==> config.mk <==
export PLATFORM = sky130hd
export DESIGN_NAME = edge_event_scheduler
export DESIGN_NICKNAME = d
export VERILOG_FILES = /design/src/rtl/edge_event_scheduler.sv
export SDC_FILE = /design/constraint.sdc
export NUM_CORES = 1
export LEC_CHECK = 0
export CORE_MARGIN = 2
export CORE_UTILIZATION = 59
export CTS_BUF_LIST = sky130_fd_sc_hd__clkbuf_8
export DETAILED_ROUTE_END_ITERATION = 6
export GPL_ROUTABILITY_DRIVEN = 0
export HOLD_SLACK_MARGIN = 0.06
export PLACE_DENSITY_LB_ADDON = 0.15
export SKIP_CTS_REPAIR_TIMING = 1
export SYNTH_ARGS = -nofsm -noshare
export SYNTH_HDL_FRONTEND = slang
export SYNTH_SLANG_ARGS = --single-unit
==> constraint.sdc <==
create_clock -name iClk -period 10.17 [get_ports iClk]
set_input_delay 1.5255 -clock iClk [delete_from_list [all_inputs] [get_ports iClk]]
set_output_delay 1.5255 -clock iClk [all_outputs]
set_load 0.02 [all_outputs]
==> src/rtl/edge_event_scheduler.sv <==
// edge_event_scheduler: latches per-channel event pulses and serves them round-robin over
// a req/ack handshake with a 1 ms-tick holdoff. Optional ack watchdog: EVT_SCHED_ACK_WDT_EN.
module edge_event_scheduler #(
  parameter int NUM_CH         = 8,
  parameter int HOLDOFF_W      = 16,
  parameter int ACK_TIMEOUT_MS = 100,
  localparam int CH_W          = $clog2(NUM_CH)
) (
  input  logic                 iClk,
  input  logic                 iRst,
  input  logic                 iTick_1ms,
  input  logic [NUM_CH-1:0]    iEvent,
  input  logic [NUM_CH-1:0]    iMask,
  input  logic [HOLDOFF_W-1:0] iHoldoff_ms,
  input  logic                 iClear,
  input  logic                 iAck,
  output logic                 oReq,
  output logic [CH_W-1:0]      oCh_id,
  output logic [NUM_CH-1:0]    oPending,
  output logic [NUM_CH-1:0]    oOverflow,
  output logic                 oTimeout
);

  // state | meaning
  // IDLE  | no grant; picks the next pending channel at or after rr_ptr
  // GRANT | oReq high on ch_q, waiting for iAck (or watchdog expiry)
  // HOLD  | post-service holdoff, counter decremented on iTick_1ms
  typedef enum logic [1:0] {S_IDLE, S_GRANT, S_HOLD} state_e;

  localparam logic [CH_W:0] NUM_CH_L = (CH_W + 1)'(NUM_CH);

  state_e                state_q;
  logic                  req_q;
  logic                  timeout_q;
  logic [CH_W-1:0]       ch_q;
  logic [CH_W-1:0]       rr_q;
  logic [HOLDOFF_W-1:0]  cnt_q;
  logic [NUM_CH-1:0]     pend_q, pend_d;
  logic [NUM_CH-1:0]     ovf_q, ovf_d;

  logic [NUM_CH-1:0]     set_v;
  logic [NUM_CH-1:0]     ack_clr;
  logic [CH_W-1:0]       ch_next;
  logic [CH_W-1:0]       sel_ch;
  logic [CH_W:0]         sum_c;
  logic                  sel_found;
  logic                  wdt_expire;

  assign ch_next = (ch_q == CH_W'(NUM_CH - 1)) ? '0 : ch_q + CH_W'(1);

  // A new event on the channel being acked re-arms it instead of counting as overflow.
  always_comb begin
    set_v   = iEvent & ~iMask;
    ack_clr = '0;
    if (state_q == S_GRANT && iAck) ack_clr[ch_q] = 1'b1;
    pend_d  = (pend_q & ~ack_clr) | set_v;
    ovf_d   = ovf_q | (set_v & pend_q & ~ack_clr);
  end

  always_comb begin
    sel_found = 1'b0;
    sel_ch    = '0;
    sum_c     = '0;
    for (int k = 0; k < NUM_CH; k++) begin
      sum_c = {1'b0, rr_q} + (CH_W + 1)'(k);
      if (sum_c >= NUM_CH_L) sum_c = sum_c - NUM_CH_L;
      if (!sel_found && pend_q[sum_c[CH_W-1:0]]) begin
        sel_found = 1'b1;
        sel_ch    = sum_c[CH_W-1:0];
      end
    end
  end

  always_ff @(posedge iClk or posedge iRst) begin
    if (iRst) begin
      state_q   <= S_IDLE;
      req_q     <= 1'b0;
      timeout_q <= 1'b0;
      ch_q      <= '0;
      rr_q      <= '0;
      cnt_q     <= '0;
      pend_q    <= '0;
      ovf_q     <= '0;
    end else if (iClear) begin
      state_q   <= S_IDLE;
      req_q     <= 1'b0;
      timeout_q <= 1'b0;
      cnt_q     <= '0;
      pend_q    <= '0;
      ovf_q     <= '0;
    end else begin
      pend_q    <= pend_d;
      ovf_q     <= ovf_d;
      timeout_q <= 1'b0;
      case (state_q)
        S_IDLE: begin
          if (sel_found) begin
            state_q <= S_GRANT;
            req_q   <= 1'b1;
            ch_q    <= sel_ch;
          end
        end
        S_GRANT: begin
          if (iAck) begin
            req_q   <= 1'b0;
            rr_q    <= ch_next;
            cnt_q   <= iHoldoff_ms;
            state_q <= (iHoldoff_ms == '0) ? S_IDLE : S_HOLD;
          end else if (wdt_expire) begin
            req_q     <= 1'b0;
            rr_q      <= ch_next;
            timeout_q <= 1'b1;
            state_q   <= S_IDLE;
          end
        end
        S_HOLD: begin
          if (cnt_q == '0) begin
            state_q <= S_IDLE;
          end else if (iTick_1ms) begin
            cnt_q <= cnt_q - HOLDOFF_W'(1);
            if (cnt_q == HOLDOFF_W'(1)) state_q <= S_IDLE;
          end
        end
        default: state_q <= S_IDLE;
      endcase
    end
  end

`ifdef EVT_SCHED_ACK_WDT_EN
  localparam int WDT_W = $clog2(ACK_TIMEOUT_MS + 1);
  logic [WDT_W-1:0] wdt_q;

  // Reloaded while idle so every grant starts with a full timeout window.
  always_ff @(posedge iClk or posedge iRst) begin
    if (iRst) begin
      wdt_q <= '0;
    end else if (state_q == S_IDLE) begin
      wdt_q <= WDT_W'(ACK_TIMEOUT_MS);
    end else if (state_q == S_GRANT && iTick_1ms && wdt_q != '0) begin
      wdt_q <= wdt_q - WDT_W'(1);
    end
  end

  assign wdt_expire = (state_q == S_GRANT) && iTick_1ms && (wdt_q == WDT_W'(1));
`else
  logic unused_wdt_cfg;
  assign unused_wdt_cfg = (ACK_TIMEOUT_MS > 0);
  assign wdt_expire     = 1'b0;
`endif

  assign oReq      = req_q;
  assign oCh_id    = ch_q;
  assign oPending  = pend_q;
  assign oOverflow = ovf_q;
  assign oTimeout  = timeout_q;

endmodule

-- Word-level counts from Yosys, hierarchy flattened
Cells that the tools add are included.
- flip-flop bits (word level): 41
- word-level logic and storage cells: 150
- add/sub/neg operators: 17
- magnitude comparators: 18
- eq/ne operators: 10
- mux-type cells: 63
- bitwise operators: 9
- reduce and logical (&&, ||, !) cells: 26
- operator list (kind ; count):
    $mux 16 ; 4
    $mux 3 ; 17
    $lt 3x4->1 const B ; 9
    $and 8x8->8 ; 4
    $logic_not 16->1 ; 2
    $pmux 16 s2 ; 1
    $ge 4x4->1 const B ; 7
    $bmux 1 s3 ; 8
    $mux 8 ; 3
    $sub 3x1->3 const B ; 8
    $mux 1 ; 20
    $add 3x3->4 const B ; 4
    $eq 16x1->1 const B ; 1
    $not 8->8 ; 2
    $or 8x8->8 ; 2
    $sub 16x1->16 const B ; 1
    $mux 2 ; 7
    $ne 3x3->1 const B ; 4
    $logic_and 1x1->1 ; 9
    $reduce_and 3->1 ; 3
    $add 3x2->4 const B ; 2
    $ne 4x4->1 const B ; 2
    $reduce_and 4->1 ; 2
    $logic_not 1->1 ; 7
    other kinds (13) ; 14

-- Longest topological paths before layout
Gate-level depths: netlist of run 1.
- depth in word-level cells: 29
- mapped depth: 12

-- Worst setup path after synthesis of run 1
No wires, ideal clock.
- kind: register to register
- start: register rr_q[1]
- end: register ch_q[0] (netlist: oCh_id[0])
- arrival time: 3.072 ns
- data required time: 10.045 ns
- setup slack: 6.973 ns
- stages on the path, launching flop included: 12
- path buffers: 3
- clock period less this slack: 3.197 ns
- path through: dfrtp_1 -> buf_6 -> buf_2 -> inv_1 -> ha_1 -> buf_1 -> mux4_2 -> mux2_2 -> or2_1 -> o21a_1 -> o32a_1 -> mux2_4
- word-level cells in the longest chain between the ends: 27
- elaborated cells between the ends (all ways): 78
- those cells by class: 15 x add/sub; 8 x order compare; 40 x mux; 15 x reduce/logical
- ends and longest elaborated chain (item ; RTL line ; RTL):
    from (decl) ; 36 ; logic [CH_W-1:0] rr_q;
    from (signal assigned) ; 106 ; rr_q <= ch_next;
    from (signal assigned) ; 111 ; rr_q <= ch_next;
    branches (longest 27 deep; another with $add 3x1->4) ; n/a ;
    to (signal assigned) ; 100 ; ch_q <= sel_ch;
    to (decl) ; 35 ; logic [CH_W-1:0] ch_q;
Several ways; the timed one is not identified. The select of a mux whose other input is x is not followed.
A chain may end at the register's enable or synchronous reset.

-- Worst setup path after layout of run 1
- start: register rr_q[0]
- end: register ch_q[0] (netlist: oCh_id[0])
The elaborated chain is that of the path after synthesis.

==> impl_summary.log, run 1 <==
INFO  metric layout.cells.most_common_list = sky130_fd_sc_hd__clkdlybuf4s50_1, sky130_fd_sc_hd__dfrtp_1, sky130_fd_sc_hd__nand2_1
INFO  metric tritoncts = built
INFO  metric worst_path_max_delay_cell = sky130_fd_sc_hd__dfrtp_1
INFO  metric synth.yosys.warnings = 0
INFO  metric grt.met2_usage = 40.5%
INFO  metric totalPowerFinal = 1.07 mW
INFO  metric drt-initial-drc-count = 251
INFO  metric io_buffer_count = 56
INFO  metric detail_route.first_pass.iterations = 5
INFO  metric antenna_cells = 0
INFO  metric report.final.slew_viol_count = 0
INFO  metric cts_buffer_count = 5
INFO  metric clk_pin_slew = 0.08 ns
INFO  metric synth_cell_types = 59
INFO  metric finalHoldViolCount = 0
INFO  metric synth_seq_area_share = 33.1%
INFO  metric timing.critical_path.from_type = flip-flop
INFO  metric worstPathArrival = 4.19 ns
INFO  metric period_minus_slack = 4.00 ns
INFO  metric routed_wl = 7470 microns
INFO  metric worst_path_largest_cell_delay = 0.83 ns
INFO  metric drc = 0
INFO  metric max-clock-path-buffers = 2
INFO  metric rsz_0062_raised_after_global_routing = no
INFO  metric post_synth_instance_area = 3100 sq um
INFO  metric mostFrequentLayoutCell = sky130_fd_sc_hd__clkdlybuf4s50_1
INFO  metric highest_clock_rate = 250 MHz
INFO  metric status = complete, no violations
INFO  metric die_w = 76.5 microns
INFO  metric detail-route-antenna-nets = 0
INFO  metric crit_cells = 9
INFO  metric fin_crit_sh = 39.4%
INFO  metric htree_levels = 2
INFO  metric placeableCoreArea = 5110 sq um
INFO  metric crit_chain = inv_1, ha_1, mux4_2, nor4_2, o41ai_2, or2_1, o21a_1, o32a_1, mux2_4
INFO  metric clk-insertion-delay-late = 0.29 ns
INFO  metric finalSetupViolations = 0
INFO  metric die_height = 76.5 microns
INFO  metric cap_violations = 0
INFO  metric die-area = 5860 sq um
INFO  metric reg2reg_path_depth = 9
INFO  metric vias_in_the_first_global_route = 2698
INFO  metric globalRouteOverflowTotal = 0
INFO  metric critical_path_peak_fanout = 20
INFO  metric drive_above_1_share = 9.74%
INFO  metric hp-class = reg -> reg
INFO  metric post_synth_inst_count = 345
INFO  metric vdd.ir_drop.worst = 0.000126 V
INFO  metric cts.sink_count = 41
INFO  metric layout.nets = 432
INFO  metric placementRows = 26
INFO  metric clock_skews = 0.00252 ns
INFO  metric grt_start_max_net_pins = 42
INFO  metric grt_use_met1 = 39.3%
INFO  metric dr_total_vias = 2917
INFO  metric detail_route.wl_per_cell = 16.2 microns
INFO  metric p_per_area = 284 nW/um^2
INFO  metric setup-tns-final = 0 ns
INFO  metric p_leak = 1.47 nW
INFO  metric setup.worst_path.class = reg -> reg
INFO  metric slew-limit-headroom = 21.9%
INFO  metric ys_seq_elements = 41
INFO  metric number_of_antenna_violations_at_the_first_check_in_global_routing = 0
INFO  metric area_delta_synth_final = 21.5%
INFO  metric path_buf_inv = 1
INFO  metric pin_count = 58
INFO  metric routed_via_density = 6.34
INFO  metric max_slew.worst_pin.slew = 1.17 ns
INFO  metric synth_ff_type = sky130_fd_sc_hd__dfrtp_1
INFO  metric place_hpwl = 5290 microns
INFO  metric globalRouteMet3Util = 4.50%
INFO  metric setup.worst_path.end_class = flip-flop
INFO  metric initial_core_util = 60.8%
INFO  metric root_buffer = sky130_fd_sc_hd__clkbuf_8
INFO  metric required = 10.36 ns
INFO  metric synthArstFlopShare = 100%
INFO  metric post_synth.cell_area_avg = 8.99 sq um
INFO  metric number_of_enable_flip_flop_cells_after_synthesis = 0
INFO  metric worst_hold_path_cells = 2
INFO  metric global_route_wire_length_before_repair = 12800 microns
INFO  metric grt_most_used_layer = met2
INFO  metric syn_nets = 388
INFO  metric global_route.usage.total = 26.6%
INFO  metric crit_family = multiplexers
state kept, by name, summed over array words and instances (netlist names):
name       count
state_q        2
cnt_q         16
rr_q           3
oReq           1
oOverflow      8
oCh_id         3
oPending       8
per-layer routing:
layer  share of wire [%]  routed length [microns]  up-vias
met5                   0                        0        -
met4                 1.8                      133        0
met3                 5.7                      423       18
met2                  46                     3420      117
met1                  47                     3480     1391
li1                    -                        -     1391
path summary, 6_finish.rpt:
kind / startpoint / endpoint / slack (ns)
max in group asynchronous: iRst / cnt_q[7]$_DFFE_PP0P_ / 8.17
worst min register to register: cnt_q[7]$_DFFE_PP0P_ / cnt_q[7]$_DFFE_PP0P_ / 0.55
worst max register to register: rr_q[0]$_DFFE_PP0P_ / oCh_id[0]$_DFFE_PP0P_ / 6.17
worst min-delay path: cnt_q[7]$_DFFE_PP0P_ / cnt_q[7]$_DFFE_PP0P_ / 0.55
min in group asynchronous: iRst / oOverflow[3]$_DFF_PP0_ / 1.64
worst max-delay path: rr_q[0]$_DFFE_PP0P_ / oCh_id[0]$_DFFE_PP0P_ / 6.17
logic make-up (layout without fill, tap and decap cells):
family / count (synthesis) / count (layout) / share of synthesized area [%]
AO/OA/AOI/OAI: 107 / 107 / 23.1
XOR/XNOR: 3 / 3 / 1.33
adder cells (fa/ha/maj): 6 / 6 / 2.42
buffers and inverters: 30 / 75 / 4.35
flip-flops: 41 / 41 / 33.1
multiplexers: 27 / 27 / 14.0
other: 1 / 1 / 0.121
AND/OR/NAND/NOR: 130 / 130 / 21.6
metrics by stage:
step / area (sq um) / util (%) / worst slack [ns] / std cells / hold slack [ns]
finish: 3770 / 73.8 / 6.17 / 460 / 0.555
detailed placement: 3660 / 71.8 / 6.23 / 452 / 0.537
floorplan: 3100 / - / 6.97 / 345 / 0.504
global route: 3770 / 73.8 / 5.95 / 460 / 0.599
CTS: 3770 / 73.8 / 6.20 / 460 / 0.556
global placement: 3660 / 71.8 / 6.31 / 452 / 0.525
synth_stat cells, types with 2 or more instances:
library cell               instances  share of area (%)
sky130_fd_sc_hd__buf_1             2               0.24
sky130_fd_sc_hd__nor2b_1           9                1.8
sky130_fd_sc_hd__nor4_1           10                2.0
sky130_fd_sc_hd__o31ai_1           4               0.97
sky130_fd_sc_hd__mux4_2           12                8.7
sky130_fd_sc_hd__nand3_1           6               0.97
sky130_fd_sc_hd__o21bai_1          5                1.2
sky130_fd_sc_hd__o21ai_0          25                4.0
sky130_fd_sc_hd__nor2_1           26                3.1
sky130_fd_sc_hd__a21oi_1          22                3.5
sky130_fd_sc_hd__nand2b_1         17                3.4
sky130_fd_sc_hd__nor3b_1           2               0.48
sky130_fd_sc_hd__buf_6             2               0.73
sky130_fd_sc_hd__xnor2_2           2                1.0
sky130_fd_sc_hd__o21a_1            2               0.48
sky130_fd_sc_hd__nand2_1          28                3.4
sky130_fd_sc_hd__a22oi_1           8                1.9
sky130_fd_sc_hd__ha_1              6                2.4
sky130_fd_sc_hd__nor3_1           15                2.4
sky130_fd_sc_hd__a22o_1            4                1.1
sky130_fd_sc_hd__mux2_2            4                1.5
sky130_fd_sc_hd__clkbuf_1         13                1.6
sky130_fd_sc_hd__nand4_1           4               0.81
sky130_fd_sc_hd__mux2i_1           9                2.9
sky130_fd_sc_hd__a221oi_1          3               0.85
sky130_fd_sc_hd__or4_1             3               0.73
sky130_fd_sc_hd__a21boi_0          3               0.73
sky130_fd_sc_hd__buf_2             3               0.48
sky130_fd_sc_hd__dfrtp_1          41                 33
sky130_fd_sc_hd__a31oi_1           2               0.40
sky130_fd_sc_hd__or3_1             2               0.40
sky130_fd_sc_hd__inv_1             9                1.1
sky130_fd_sc_hd__o22ai_1           7                1.4
sky130_fd_sc_hd__o21ba_2           3               0.97
sky130_fd_sc_hd__a211oi_1          8                1.9
power breakdown:
| group | total (mW) | internal [mW] | switching [mW] |
|---|---|---|---|
| Combinational | 0.661 | 0.308 | 0.353 |
| Clock | 0.124 | 0.0627 | 0.0608 |
| Sequential | 0.287 | 0.200 | 0.0872 |
| Total | 1.07 | 0.571 | 0.501 |
cell type report:
cell class,count,area [sq um]
clock buffers,7,96.3
clock inverters,1,8.76
fillers,414,1340
inverters,9,33.8
multi-input cells,274,1940
flip-flops and latches,41,1030
well taps,70,87.6
repair buffers,58,576
worst min-delay path, delay by kind of cell, from the launching register on:
family / cells / cell delay, ns
AOI/OAI and AO/OA: 1 / 0.08
DFF: 1 / 0.35
and+or+nand+nor: 1 / 0.08
No activity file was read; power rests on OpenSTA's default activity.
==> run 2, diff against run 1 <==
CORE_UTILIZATION = 55   (was 59)
clock period = 4.1 ns   (was 10.17 ns; I/O delays follow)
==> run 2 against run 1 <==
Net effect: clock power increased to 2.8 times the previous value; fmax rose by 22%; final area up 1.2%; highest routed layer unchanged.
==> impl_summary.log, run 2 (synthesis gave the netlist of run 1 again) <==
INFO  metric setup-tns-final = 0 ns (unchanged)
INFO  metric initial_core_util = 56.7% (-4.1 points)
INFO  metric timing.critical_path.from_type = flip-flop
INFO  metric cap_violations = 0 (unchanged)
INFO  metric reg2reg_path_depth = 11 (+2)
INFO  metric totalPowerFinal = 2.73 mW (+160%)
INFO  metric p_per_area = 717 nW/um^2 (+150%)
INFO  metric clk_pin_slew = 0.08 ns (about the same)
INFO  metric rsz_0062_raised_after_global_routing = no
INFO  metric place_hpwl = 5620 microns (+6.2%)
INFO  metric finalHoldViolCount = 0 (unchanged)
INFO  metric status = complete, no violations
INFO  metric placementRows = 27 (+3.8%)
INFO  metric number_of_antenna_violations_at_the_first_check_in_global_routing = 0 (unchanged)
INFO  metric drt-initial-drc-count = 269 (+7.2%)
INFO  metric final_core_utilization = 69.7% (-4.1 points)
INFO  metric vdd.ir_drop.worst = 0.000300 V (+140%)
INFO  metric report.final.slew_viol_count = 0 (unchanged)
INFO  metric detail_route.first_pass.iterations = 5 (unchanged)
INFO  metric whs_endpoint = cnt_q[11]$_DFFE_PP0P_
INFO  metric fin_crit_sh = 80.3% (+41 points)
INFO  metric cts_buffer_count = 5 (unchanged)
INFO  metric grt_start_max_net_pins = 42 (unchanged)
INFO  metric worst_hold_path_cells = 2 (unchanged)
INFO  metric area_delta_synth_final = 22.9%
INFO  metric antenna_cells = 0 (unchanged)
INFO  metric period_minus_slack = 3.29 ns (-0.712 ns)
INFO  metric critical_path_peak_fanout = 20 (unchanged)
INFO  metric timing.rr.end = oCh_id[1]$_DFFE_PP0P_
INFO  metric p_leak = 1.49 nW (+1.9%)
INFO  metric layout.cells.non_filler = 466 (+1.3%)
INFO  metric vias_in_the_first_global_route = 2716 (+0.67%)
INFO  metric mostFrequentLayoutCell = sky130_fd_sc_hd__clkdlybuf4s50_1
INFO  metric num-fill-cells = 461 (+11%)
INFO  metric tritoncts = built
INFO  metric globalRouteOverflowTotal = 0 (unchanged)
INFO  metric htree_levels = 2 (unchanged)
INFO  metric largest_register_ffs = 16 (unchanged)
INFO  metric drive_above_1_share = 10.4% (+0.66 points)
INFO  metric layout.cells.most_common_list = sky130_fd_sc_hd__clkdlybuf4s50_1, sky130_fd_sc_hd__dfrtp_1, sky130_fd_sc_hd__nand2_1
INFO  metric layout.nets = 436 (+0.93%)
INFO  metric die_height = 79.1 microns (+3.4%)
INFO  metric finalSetupViolations = 0 (unchanged)
INFO  metric routed_wl = 7800 microns (+4.5%)
INFO  metric hp-class = reg -> reg
INFO  metric largest_register = cnt_q
INFO  metric io_buffer_count = 56 (unchanged)
INFO  metric highest_clock_rate = 304 MHz (+22%)
INFO  metric root_buffer = sky130_fd_sc_hd__clkbuf_8
INFO  metric regToRegSetupSlack = 0.81 ns (-5.36 ns)
INFO  metric hold_start = cnt_q[11]$_DFFE_PP0P_
INFO  metric detail-route-antenna-nets = 0 (unchanged)
INFO  metric global_route_wire_length_before_repair = 13000 microns (+1.9%)
INFO  metric die-area = 6260 sq um (+6.9%)
INFO  metric die_w = 79.1 microns (+3.4%)
INFO  metric routed_via_density = 6.24 (-1.6%)
INFO  metric setup.worst_path.class = reg -> reg
INFO  metric critical_path.reg2reg.startpoint = rr_q[0]$_DFFE_PP0P_
INFO  metric detail_route.wl_per_cell = 16.7 microns (+3.2%)
INFO  metric drc = 0 (unchanged)
INFO  metric cts.sink_count = 41 (unchanged)
INFO  metric clk-insertion-delay-late = 0.30 ns (about the same)
INFO  metric pin_count = 58 (unchanged)
INFO  metric dr_total_vias = 2909 (-0.27%)
INFO  metric clock_skews = 0.00742 ns (+0.00491 ns)
INFO  metric required = 4.33 ns (-6.03 ns)
INFO  metric global_route.usage.total = 26.1% (-0.48 points)
INFO  metric setup.worst_path.end_class = flip-flop
INFO  metric slew-limit-headroom = 40.9% (+19 points)
INFO  metric max-clock-path-buffers = 2 (unchanged)
INFO  metric hold_slack = 0.552 ns (-0.00283 ns)
INFO  metric placeableCoreArea = 5470 sq um (+7.2%)
INFO  metric worstPathArrival = 3.52 ns (-0.67 ns)
INFO  metric max_slew.worst_pin.slew = 0.886 ns (-0.282 ns)
INFO  metric placedCellCount = 458 (+1.3%)
run 2: layout make-up:
cell class	instances	area, sq um	share of cell area [%]
well taps	72	90.1	2.36
inverters	9	33.8	0.886
flip-flops and latches	41	1030	26.9
multi-input cells	274	1940	50.9
repair buffers	62	606	15.9
clock buffers	6	82.6	2.17
clock inverters	2	33.8	0.886
run 2: worst max path at each step:
stage / start / to / slack [ns] / depth (start not counted)
CTS: rr_q[0]$_DFFE_PP0P_ / oCh_id[0]$_DFFE_PP0P_ / 0.83 / 10
floorplan: rr_q[1]$_DFFE_PP0P_ / oCh_id[0]$_DFFE_PP0P_ / 0.90 / 11
detailed placement: rr_q[0]$_DFFE_PP0P_ / oCh_id[0]$_DFFE_PP0P_ / 0.86 / 10
global placement: rr_q[0]$_DFFE_PP0P_ / oCh_id[0]$_DFFE_PP0P_ / 0.93 / 10
finish: rr_q[0]$_DFFE_PP0P_ / oCh_id[1]$_DFFE_PP0P_ / 0.81 / 11
global route: rr_q[0]$_DFFE_PP0P_ / oCh_id[2]$_DFFE_PP0P_ / 0.55 / 11
run 2: critical path: stages, from the launching register on:
cell and delay, ns:
sky130_fd_sc_hd__dfrtp_1 0.33, sky130_fd_sc_hd__buf_4 0.25, sky130_fd_sc_hd__inv_1 0.14, sky130_fd_sc_hd__ha_1 0.34, sky130_fd_sc_hd__buf_4 0.21, sky130_fd_sc_hd__mux2i_1 0.25
sky130_fd_sc_hd__mux2i_1 0.12, sky130_fd_sc_hd__o211a_1 0.24, sky130_fd_sc_hd__o311ai_0 0.60, sky130_fd_sc_hd__a211oi_1 0.16, sky130_fd_sc_hd__or3_1 0.39, sky130_fd_sc_hd__a31oi_1 0.16
run 2: report_power, final:
| group | switching, mW | internal [mW] | leakage (nW) | total, mW |
|---|---|---|---|---|
| combinational | 0.945 | 0.786 | 0.891 | 1.73 |
| clock | 0.145 | 0.196 | 0.0626 | 0.341 |
| sequential | 0.165 | 0.498 | 0.541 | 0.663 |
run 2: layer usage:
| layer | wire length (microns) | global-route usage (%) | share of wire (%) | vias up |
|---|---|---|---|---|
| met5 | 0 | 0 | 0 | - |
| met4 | 96 | 5.52 | 1.2 | 0 |
| met3 | 423 | 5.11 | 5.4 | 11 |
| met2 | 3660 | 40.8 | 47 | 100 |
| met1 | 3620 | 38.0 | 46 | 1401 |
| li1 | - | - | - | 1397 |
run 2: stage by stage:
step	setup WS (ns)	instance area, sq um
4_1_cts	0.832	3810
3_3_place_gp	0.927	3700
5_1_grt	0.547	3810
3_5_place_dp	0.859	3700
2_1_floorplan	0.903	3100
6_report	0.809	3810
